[config.mk]
export PLATFORM = sky130hd
export DESIGN_NAME = dma_ch_arbiter
export DESIGN_NICKNAME = d
export VERILOG_FILES = /design/src/rtl/dma_ch_arbiter.sv
export SDC_FILE = /design/constraint.sdc
export NUM_CORES = 1
export LEC_CHECK = 0
export ABC_AREA = 0
export BUFFER_PORTS_ARGS = -buffer_cell sky130_fd_sc_hd__buf_2
export CAP_MARGIN = 30
export CORE_MARGIN = 2
export CORE_UTILIZATION = 54
export CTS_CLUSTER_SIZE = 25
export DETAILED_ROUTE_END_ITERATION = 12
export PLACE_DENSITY = 0.84
export SYNTH_ARGS = -nofsm -noshare
export SYNTH_HDL_FRONTEND = slang
export SYNTH_SLANG_ARGS = --single-unit
export TNS_END_PERCENT = 100
[constraint.sdc]
create_clock -name clk_i -period 3.15 [get_ports clk_i]
set_input_delay 0.63 -clock clk_i [delete_from_list [all_inputs] [get_ports clk_i]]
set_output_delay 0.63 -clock clk_i [all_outputs]
set_load 0.01 [all_outputs]
[src/rtl/dma_ch_arbiter.sv]
// dma_ch_arbiter: round-robin burst arbiter that connects one of CH_NUM channel
// FIFO read ports to a shared downstream path. Each grant forwards up to
// burst_len_i beats, tags every beat with its channel ID, and marks the final
// beat of a full burst.
//
// Optional build macro: DMA_ARB_CH0_PRIO_EN gives channel 0 absolute priority
// at every arbitration. The pointer only moves on grants to the other channels,
// so round-robin among those channels is preserved. When the macro is not
// defined, the arbiter is pure round-robin.
//
// Handshake: a beat moves on a cycle where valid and ready are both high at the
// rising edge. valid never depends on ready. In XFER the granted channel's
// valid/data are passed combinationally to out_*, and out_ready_i is passed
// combinationally back to that channel's ch_ready_o bit.
module dma_ch_arbiter #(
    parameter int CH_NUM     = 4,
    parameter int DATA_WD    = 8,
    parameter int BLEN_WD    = 8,
    parameter int STARVE_MAX = 4
) (
    input  logic                          clk_i,
    input  logic                          rstn_i,
    input  logic [CH_NUM-1:0]             ch_en_i,
    input  logic [CH_NUM-1:0]             ch_valid_i,
    input  logic [CH_NUM*DATA_WD-1:0]     ch_data_i,
    output logic [CH_NUM-1:0]             ch_ready_o,
    input  logic [BLEN_WD-1:0]            burst_len_i,
    output logic                          out_valid_o,
    output logic [DATA_WD-1:0]            out_data_o,
    output logic [$clog2(CH_NUM)-1:0]     out_ch_o,
    output logic                          out_last_o,
    input  logic                          out_ready_i,
    output logic                          busy_o,
    output logic [CH_NUM-1:0]             grant_o
);

    localparam int CH_WD = $clog2(CH_NUM);
    localparam int ST_WD = $clog2(STARVE_MAX + 1);

    typedef enum logic {
        ST_IDLE = 1'b0,
        ST_XFER = 1'b1
    } state_e;

    state_e              state_q, state_d;
    logic [CH_WD-1:0]    ptr_q, ptr_d;
    logic [CH_WD-1:0]    gnt_id_q, gnt_id_d;
    logic [CH_NUM-1:0]   grant_q, grant_d;
    logic                busy_q, busy_d;
    logic [BLEN_WD-1:0]  len_q, len_d;
    logic [BLEN_WD-1:0]  cnt_q, cnt_d;
    logic [ST_WD-1:0]    starve_q, starve_d;

    logic [CH_NUM-1:0]   eligible;
    logic                sel_found;
    logic [CH_WD-1:0]    sel_id;
    logic [CH_WD-1:0]    cand;
    logic [DATA_WD-1:0]  ch_data_arr [CH_NUM];
    logic                gnt_valid;
    logic [DATA_WD-1:0]  gnt_data;
    logic [BLEN_WD-1:0]  last_idx;
    logic                fire;

    assign eligible  = ch_valid_i & ch_en_i;
    assign gnt_valid = ch_valid_i[gnt_id_q];
    assign gnt_data  = ch_data_arr[gnt_id_q];
    // len_q is never 0, so this subtraction cannot underflow.
    assign last_idx  = len_q - BLEN_WD'(1);
    assign fire      = out_valid_o & out_ready_i;

    // Split the packed channel data bus into one word per channel.
    always_comb begin
        for (int n = 0; n < CH_NUM; n++) begin
            ch_data_arr[n] = ch_data_i[n*DATA_WD +: DATA_WD];
        end
    end

    // Round-robin pick: the first eligible channel after the last grant. Channel 0 overrides when the priority build is enabled.
    always_comb begin
        sel_found = 1'b0;
        sel_id    = '0;
        cand      = '0;
        for (int i = 1; i <= CH_NUM; i++) begin
            // CH_NUM is a power of two, so the index wraps naturally.
            cand = ptr_q + CH_WD'(i);
            if (!sel_found && eligible[cand]) begin
                sel_found = 1'b1;
                sel_id    = cand;
            end
        end
`ifdef DMA_ARB_CH0_PRIO_EN
        if (eligible[0]) begin
            sel_found = 1'b1;
            sel_id    = '0;
        end
`endif
    end

    // Datapath forwarding from the granted channel. All outputs are held at 0 while reset is asserted.
    always_comb begin
        out_valid_o = 1'b0;
        out_data_o  = '0;
        out_ch_o    = '0;
        out_last_o  = 1'b0;
        ch_ready_o  = '0;
        if (rstn_i && (state_q == ST_XFER)) begin
            out_valid_o          = gnt_valid;
            out_data_o           = gnt_data;
            out_ch_o             = gnt_id_q;
            out_last_o           = gnt_valid && (cnt_q == last_idx);
            ch_ready_o[gnt_id_q] = out_ready_i;
        end
    end

    assign busy_o  = rstn_i & busy_q;
    assign grant_o = rstn_i ? grant_q : '0;

    // Next-state logic: grant in IDLE. In XFER, count beats and starved cycles, and release the grant on the last beat or on starvation.
    always_comb begin
        state_d  = state_q;
        ptr_d    = ptr_q;
        gnt_id_d = gnt_id_q;
        grant_d  = grant_q;
        busy_d   = busy_q;
        len_d    = len_q;
        cnt_d    = cnt_q;
        starve_d = starve_q;
        case (state_q)
            ST_IDLE: begin
                if (sel_found) begin
                    state_d  = ST_XFER;
                    gnt_id_d = sel_id;
                    grant_d  = CH_NUM'(1) << sel_id;
                    busy_d   = 1'b1;
                    // A zero length is treated as a single-beat burst.
                    len_d    = (burst_len_i == '0) ? BLEN_WD'(1) : burst_len_i;
                    cnt_d    = '0;
                    starve_d = '0;
`ifdef DMA_ARB_CH0_PRIO_EN
                    if (sel_id != '0) begin
                        ptr_d = sel_id;
                    end
`else
                    ptr_d = sel_id;
`endif
                end
            end
            ST_XFER: begin
                if (fire) begin
                    starve_d = '0;
                    if (cnt_q == last_idx) begin
                        state_d = ST_IDLE;
                        grant_d = '0;
                        busy_d  = 1'b0;
                        cnt_d   = '0;
                    end else begin
                        cnt_d = cnt_q + BLEN_WD'(1);
                    end
                end else if (!gnt_valid) begin
                    // Only an empty FIFO counts toward starvation. Back-pressure from downstream does not.
                    if (starve_q == ST_WD'(STARVE_MAX - 1)) begin
                        state_d  = ST_IDLE;
                        grant_d  = '0;
                        busy_d   = 1'b0;
                        cnt_d    = '0;
                        starve_d = '0;
                    end else begin
                        starve_d = starve_q + ST_WD'(1);
                    end
                end else begin
                    starve_d = '0;
                end
            end
            default: begin
                state_d = ST_IDLE;
                grant_d = '0;
                busy_d  = 1'b0;
            end
        endcase
    end

    // State registers with synchronous active-low reset. The pointer resets to the last channel, so channel 0 is searched first.
    always_ff @(posedge clk_i) begin
        if (!rstn_i) begin
            state_q  <= ST_IDLE;
            ptr_q    <= CH_WD'(CH_NUM - 1);
            gnt_id_q <= '0;
            grant_q  <= '0;
            busy_q   <= 1'b0;
            len_q    <= BLEN_WD'(1);
            cnt_q    <= '0;
            starve_q <= '0;
        end else begin
            state_q  <= state_d;
            ptr_q    <= ptr_d;
            gnt_id_q <= gnt_id_d;
            grant_q  <= grant_d;
            busy_q   <= busy_d;
            len_q    <= len_d;
            cnt_q    <= cnt_d;
            starve_q <= starve_d;
        end
    end

endmodule

==> run_results.csv, run 1 <==
group,metric,value,unit
outcome,status,"complete, no violations",
cts,cts_buffer_depth,2,
finish,antenna_cells,0,
timing,setup_ws,375,ps
logic_synthesis,ys.warnings.count,0,
floorplan,io_pins,72,
global_route,grt_max_degree,36,
cts,cts-htree-levels,2,
timing,min_period_over_period,0.881,
hold_path,hold_start,"grant_q[3]$_SDFFE_PN0P_",
worst_setup_path,critPathMaxFanout,8,
worst_setup_path,r2r_end,"cnt_q[6]$_SDFFE_PN0P_",
cts,cts_tree,"yes",
worst_setup_path,crit_start,"len_q[0]$_SDFFE_PN1P_",
detailed_routing,vias,2031,
detailed_routing,postRouteAntennaNets,0,
worst_setup_path,r2r_slack,910,ps
power,power_density,422,mW/mm2
detailed_routing,first_pass_iters,4,
detailed_routing,vias_per_cell,5.69,
placed_design,gp_congestion,0.831,
floorplan,die_h,66.1,um
finish,layout_commonest_cell,"buf_2",
worst_setup_path,cp.arrival,2140,ps
flow_run,drv_cap,0,
logic_synthesis,synth_fp_nets,296,
placed_design,port_buffers,71,
detailed_routing,post_drt_wl_per_cell,14.1,um
cts,hold_buffers,0,
logic_synthesis,synth_seq_area_share,0.279,
timing,fmax,360,MHz
global_route,grt_usage,0.250,
logic_synthesis,syn_area_per_cell,8.59,um2
global_route,grt_pass1_wl,8400,um
cts,cts_root_buf,"clkbuf_8",
floorplan,initial_core_util,0.564,
cts,cts_inserted_buffers,5,
floorplan,design.core.area,0.00369,mm2
timing,hold_violations,0,
logic_synthesis,yosysUniqueCellTypes,58,
timing,tns,0,ps
finish,layout-drive-gt1-share,0.327,
logic_synthesis,syn_inst,242,
finish,area_growth,23.4,%
cts,clk_pin_slew,70,ps
global_route,grt_pass1_vias,1904,
hold_path,hold_class,"register to register",
cts,ctsResizeCount,0,
timing,maxSlewViolCount,0,
worst_setup_path,end_kind,"output pin",
cts,clock-sinks,29,
logic_synthesis,synth-edff-count,0,
detailed_routing,wirelength,5040,um
timing,worstMarginPinSlew,791,ps
worst_setup_path,r2r-start,"len_q[0]$_SDFFE_PN1P_",
logic_synthesis,synth-seq-cells,29,
placed_design,dp.final_hpwl,3870,um
global_route,antenna_found_initial,0,
timing,setup_viol_count_final,0,
cts,clock_latency,280,ps
floorplan,row_count,22,
detailed_routing,drc,0,
power,ir_drop,0.000226,V
cts,cts_setup_buffers,0,
timing,max_slew_margin,0.472,
logic_synthesis,synthFlopType,"dfxtp_1",
worst_setup_path,crit_type,"register to output pin",
finish,most-common-layout-cells,"buf_2 (71), nand2_1 (34), dfxtp_1 (29)",
worst_setup_path,crit_path_start_kind,"register",
worst_setup_path,critPathCapture,"out_last_o",
global_route,gr-total-overflow,0,
floorplan,die_w,66.1,um
detailed_routing,drt_iter0_drc,136,
logic_synthesis,syn_area,0.00208,mm2
timing,rsz0062_at_grt,"no",
timing,skew,5.59,ps
finish,fin_nets,362,
logic_synthesis,ys_async_sr_fraction,0,
power,p_leak,1.15,nW
worst_setup_path,required,2520,ps
placed_design,pre_cts_ws,705,ps
floorplan,die_area,0.00436,mm2
worst_setup_path,rr_worst_depth,7,
timing,fin_crit,2770,ps
## through the flow
stage / instances / util / hold slack, ps / instance area [um2] / power [mW]
after CTS: 357 / 0.696 / 482 / 2570 / 1.09
after detailed placement: 349 / 0.664 / 471 / 2450 / 0.688
after global routing: 357 / 0.696 / 489 / 2570 / 1.14
after global placement: 349 / 0.664 / 461 / 2450 / 0.680
final: 357 / 0.696 / 477 / 2570 / 1.08
after floorplan: 242 / - / 444 / 2080 / 0.607
## metal layers
metal,vias to the layer above,share of wire,global-route usage
met5,-,0,0
met4,0,0.0079,0.0842
met3,4,0.037,0.0494
met2,41,0.51,0.439
met1,957,0.45,0.303
li1,1029,-,-
## power breakdown
group	switching (mW)	internal, mW	leakage [nW]
registers	0.0311	0.389	0.237
clock network	0.143	0.258	0.0585
logic	0.139	0.124	0.854
total	0.313	0.770	1.15
## sequential cells by signal, summed over array words and instances (netlist names)
signal / count
cnt_q: 8
len_q: 8
grant_q: 4
starve_q: 3
gnt_id_q: 2
ptr_q: 2
busy_q: 1
state_q: 1
## how the worst min path moves through the flow
stage                               endpoint  slack [ps]  cells past startpoint
floorplan            grant_q[1]$_SDFFE_PN0P_         440                      2
global route        starve_q[2]$_SDFFE_PN0P_         490                      1
CTS                  grant_q[3]$_SDFFE_PN0P_         480                      2
finish               grant_q[3]$_SDFFE_PN0P_         480                      2
global placement     grant_q[3]$_SDFFE_PN0P_         460                      2
detailed placement  starve_q[2]$_SDFFE_PN0P_         470                      1
## cell families (layout without fill, tap and decap cells)
family                   count (synthesis)  in the layout  synth area share
AND/OR/NAND/NOR                        109            109             0.292
AO/OA/AOI/OAI                           58             58             0.215
flip-flops                              29             29             0.279
buffers and inverters                   23             90            0.0469
multiplexers                            11             11             0.107
XOR/XNOR                                 9              9            0.0415
adder cells (fa/ha/maj)                  3              3            0.0181
## synthesized netlist by cell type (2+ instances only)
cell | n | share of area
a21oi_1 | 3 | 0.0072
inv_1 | 8 | 0.014
buf_2 | 3 | 0.0072
clkbuf_1 | 10 | 0.018
o211ai_1 | 7 | 0.025
o21ai_0 | 9 | 0.022
or2_2 | 2 | 0.0060
a32oi_1 | 2 | 0.0084
o21ai_1 | 5 | 0.012
mux2i_1 | 2 | 0.0096
xor2_1 | 5 | 0.021
nor3_1 | 4 | 0.0096
o311ai_1 | 3 | 0.013
o311ai_0 | 2 | 0.0084
nand3_1 | 12 | 0.029
nor4_1 | 2 | 0.0060
nand2b_1 | 4 | 0.012
nand4_1 | 2 | 0.0060
a21o_1 | 2 | 0.0072
nor4_2 | 2 | 0.012
nand2_1 | 34 | 0.061
and2_1 | 14 | 0.042
ha_1 | 3 | 0.018
a21boi_0 | 8 | 0.029
a22oi_1 | 2 | 0.0072
a22o_1 | 2 | 0.0084
nand3b_1 | 2 | 0.0072
nor2b_1 | 5 | 0.015
nor2_1 | 8 | 0.014
nor3b_1 | 3 | 0.011
xnor2_1 | 3 | 0.013
mux4_2 | 9 | 0.097
dfxtp_1 | 29 | 0.28
or3_1 | 2 | 0.0060
and3_1 | 6 | 0.018
## worst max-delay path: stages (launching register included)
cell      delay (ps)
dfxtp_1          340
inv_1             80
ha_1             220
nand2b_1         110
o21ai_0          160
nand4_1          350
nor4b_1          420
buf_2            190
## area by class of cell
class | instances | area [um2]
clock buffers | 7 | 86.3
clock inverters | 1 | 30.0
fillers | 325 | 1120
inverters | 8 | 30.0
multi-input cells | 190 | 1400
flip-flops and latches | 29 | 581
well taps | 48 | 60.1
repair buffers | 74 | 378
No activity file was read; power rests on OpenSTA's default activity.
==> run 2: changes to the inputs <==
- BUFFER_PORTS_ARGS: -buffer_cell sky130_fd_sc_hd__buf_2 -> -buffer_cell sky130_fd_sc_hd__buf_4
- CORE_MARGIN: 2 -> unset
==> run_results.csv, run 2 (synthesis gave the netlist of run 1 again) <==
group,metric,value,unit
placed_design,placed_cell_area,0.00264,mm2
floorplan,die_h,64.1,um
placed_design,dp.final_hpwl,4040,um
finish,multiInputGateArea,0.00140,mm2
outcome,status,"complete, no violations",
finish,most-common-layout-cells,"buf_4 (75), nand2_1 (34), dfxtp_1 (29)",
timing,fin_crit,2790,ps
finish,area_growth,30.7,%
finish,seq_area,581,um2
timing,tns,0,ps
worst_setup_path,critPathMaxFanout,8,
cts,cts_setup_buffers,0,
worst_setup_path,path_cells,"inv_1, ha_1, nand2b_1, nor4_1, o22ai_2, nor4b_1, buf_4",
global_route,grt_pass1_vias,1956,
cts,cts-htree-levels,2,
finish,fillers,305,
floorplan,initial_core_util,0.564,
worst_setup_path,required,2520,ps
detailed_routing,drc,0,
worst_setup_path,rr_worst_depth,7,
worst_setup_path,crit_path_start_kind,"register",
floorplan,design.core.area,0.00369,mm2
finish,fin_area,0.00272,mm2
finish,fin_nets,363,
worst_setup_path,critical-path-max-stage-delay,380,ps
detailed_routing,wirelength,5270,um
finish,utilization,0.737,
worst_setup_path,crit_family,"simple AND/OR/NAND/NOR gates",
finish,antenna_cells,0,
power,power_density,371,mW/mm2
cts,clock-sinks,29,
timing,holdWs,476,ps
placed_design,gp_congestion,0.860,
flow_run,drv_cap,0,
timing,max_slew_margin,0.460,
detailed_routing,first_pass_iters,4,
global_route,antenna_found_initial,0,
cts,cts_tree,"yes",
timing,min_period_over_period,0.886,
worst_setup_path,cp.arrival,2160,ps
worst_setup_path,r2r_slack,960,ps
cts,hold_buffers,0,
finish,layout_commonest_cell,"buf_4",
floorplan,die_area,0.00410,mm2
detailed_routing,vias,2044,
timing,worstMarginPinSlew,809,ps
timing,setup_viol_count_final,0,
detailed_routing,postRouteAntennaNets,0,
timing,fmax,359,MHz
timing,skew,3.60,ps
cts,cts_root_buf,"clkbuf_8",
floorplan,io_pins,72,
hold_path,hold_class,"register to register",
worst_setup_path,slowest_stage,"nor4b_1",
cts,cts_inserted_buffers,5,
cts,ctsResizeCount,0,
worst_setup_path,path_buf_inv,2,
global_route,grt_max_degree,37,
finish,layout-drive-gt1-share,0.329,
power,p_leak,1.18,nW
timing,hold_violations,0,
worst_setup_path,crit_type,"register to output pin",
power,ir_drop,0.000216,V
detailed_routing,drt_iter0_drc,142,
global_route,grt_usage,0.280,
finish,reg_top3,"cnt_q (8), len_q (8), grant_q (4)",
cts,clk_pin_slew,60,ps
floorplan,die_w,64.1,um
worst_setup_path,cp.depth,7,
global_route,gr-total-overflow,0,
timing,maxSlewViolCount,0,
hold_path,min_delay_path_depth,2,
placed_design,port_buffers,71,
detailed_routing,post_drt_wl_per_cell,14.7,um
worst_setup_path,end_kind,"output pin",
global_route,grt_pass1_wl,8920,um
timing,rsz0062_at_grt,"no",
cts,cts_buffer_depth,2,
cts,clock_latency,280,ps
detailed_routing,vias_per_cell,5.71,
floorplan,row_count,22,
-- run 2: worst paths after layout --
kind,from,end
max,len_q[0]$_SDFFE_PN1P_,out_last_o
min,grant_q[3]$_SDFFE_PN0P_,grant_q[3]$_SDFFE_PN0P_
max reg2reg,len_q[0]$_SDFFE_PN1P_,cnt_q[6]$_SDFFE_PN0P_
min reg2reg,grant_q[3]$_SDFFE_PN0P_,grant_q[3]$_SDFFE_PN0P_
-- run 2: where the power goes --
| group | internal, mW | leakage, nW | total (mW) | switching (mW) |
|---|---|---|---|---|
| Clock | 0.153 | 0.0450 | 0.290 | 0.137 |
| Sequential | 0.389 | 0.237 | 0.416 | 0.0274 |
| Combinational | 0.153 | 0.902 | 0.302 | 0.149 |
| Total | 0.694 | 1.18 | 1.01 | 0.314 |
-- run 2: worst register-to-register path: stages, from the launching register on --
cell and delay (ps):
dfxtp_1 350, inv_1 90, ha_1 210, nand2b_1 110
nor4_1 330, o22ai_2 220, o31ai_4 570, o211ai_1 180
-- run 2: per-stage QoR --
step           worst slack [ps]  cells  total power, mW
3_3_place_gp                605    349            0.712
2_1_floorplan               703    242            0.607
5_1_grt                     190    358             1.06
4_1_cts                     354    358             1.01
6_report                    361    358             1.01
3_5_place_dp                563    350            0.721
-- run 2: cell type report --
type,count,share of cell area
flip-flops and latches,29,0.214
well taps,48,0.0221
inverters,8,0.0110
multi-input cells,190,0.516
repair buffers,75,0.207
clock buffers,6,0.0267
clock inverters,2,0.00368
-- run 2: per-layer routing --
metal / global-route usage / routed length [um]
met2: 0.489 / 2720
met1: 0.340 / 2220
met4: 0.0994 / 102
met3: 0.0536 / 228
met5: 0 / 0
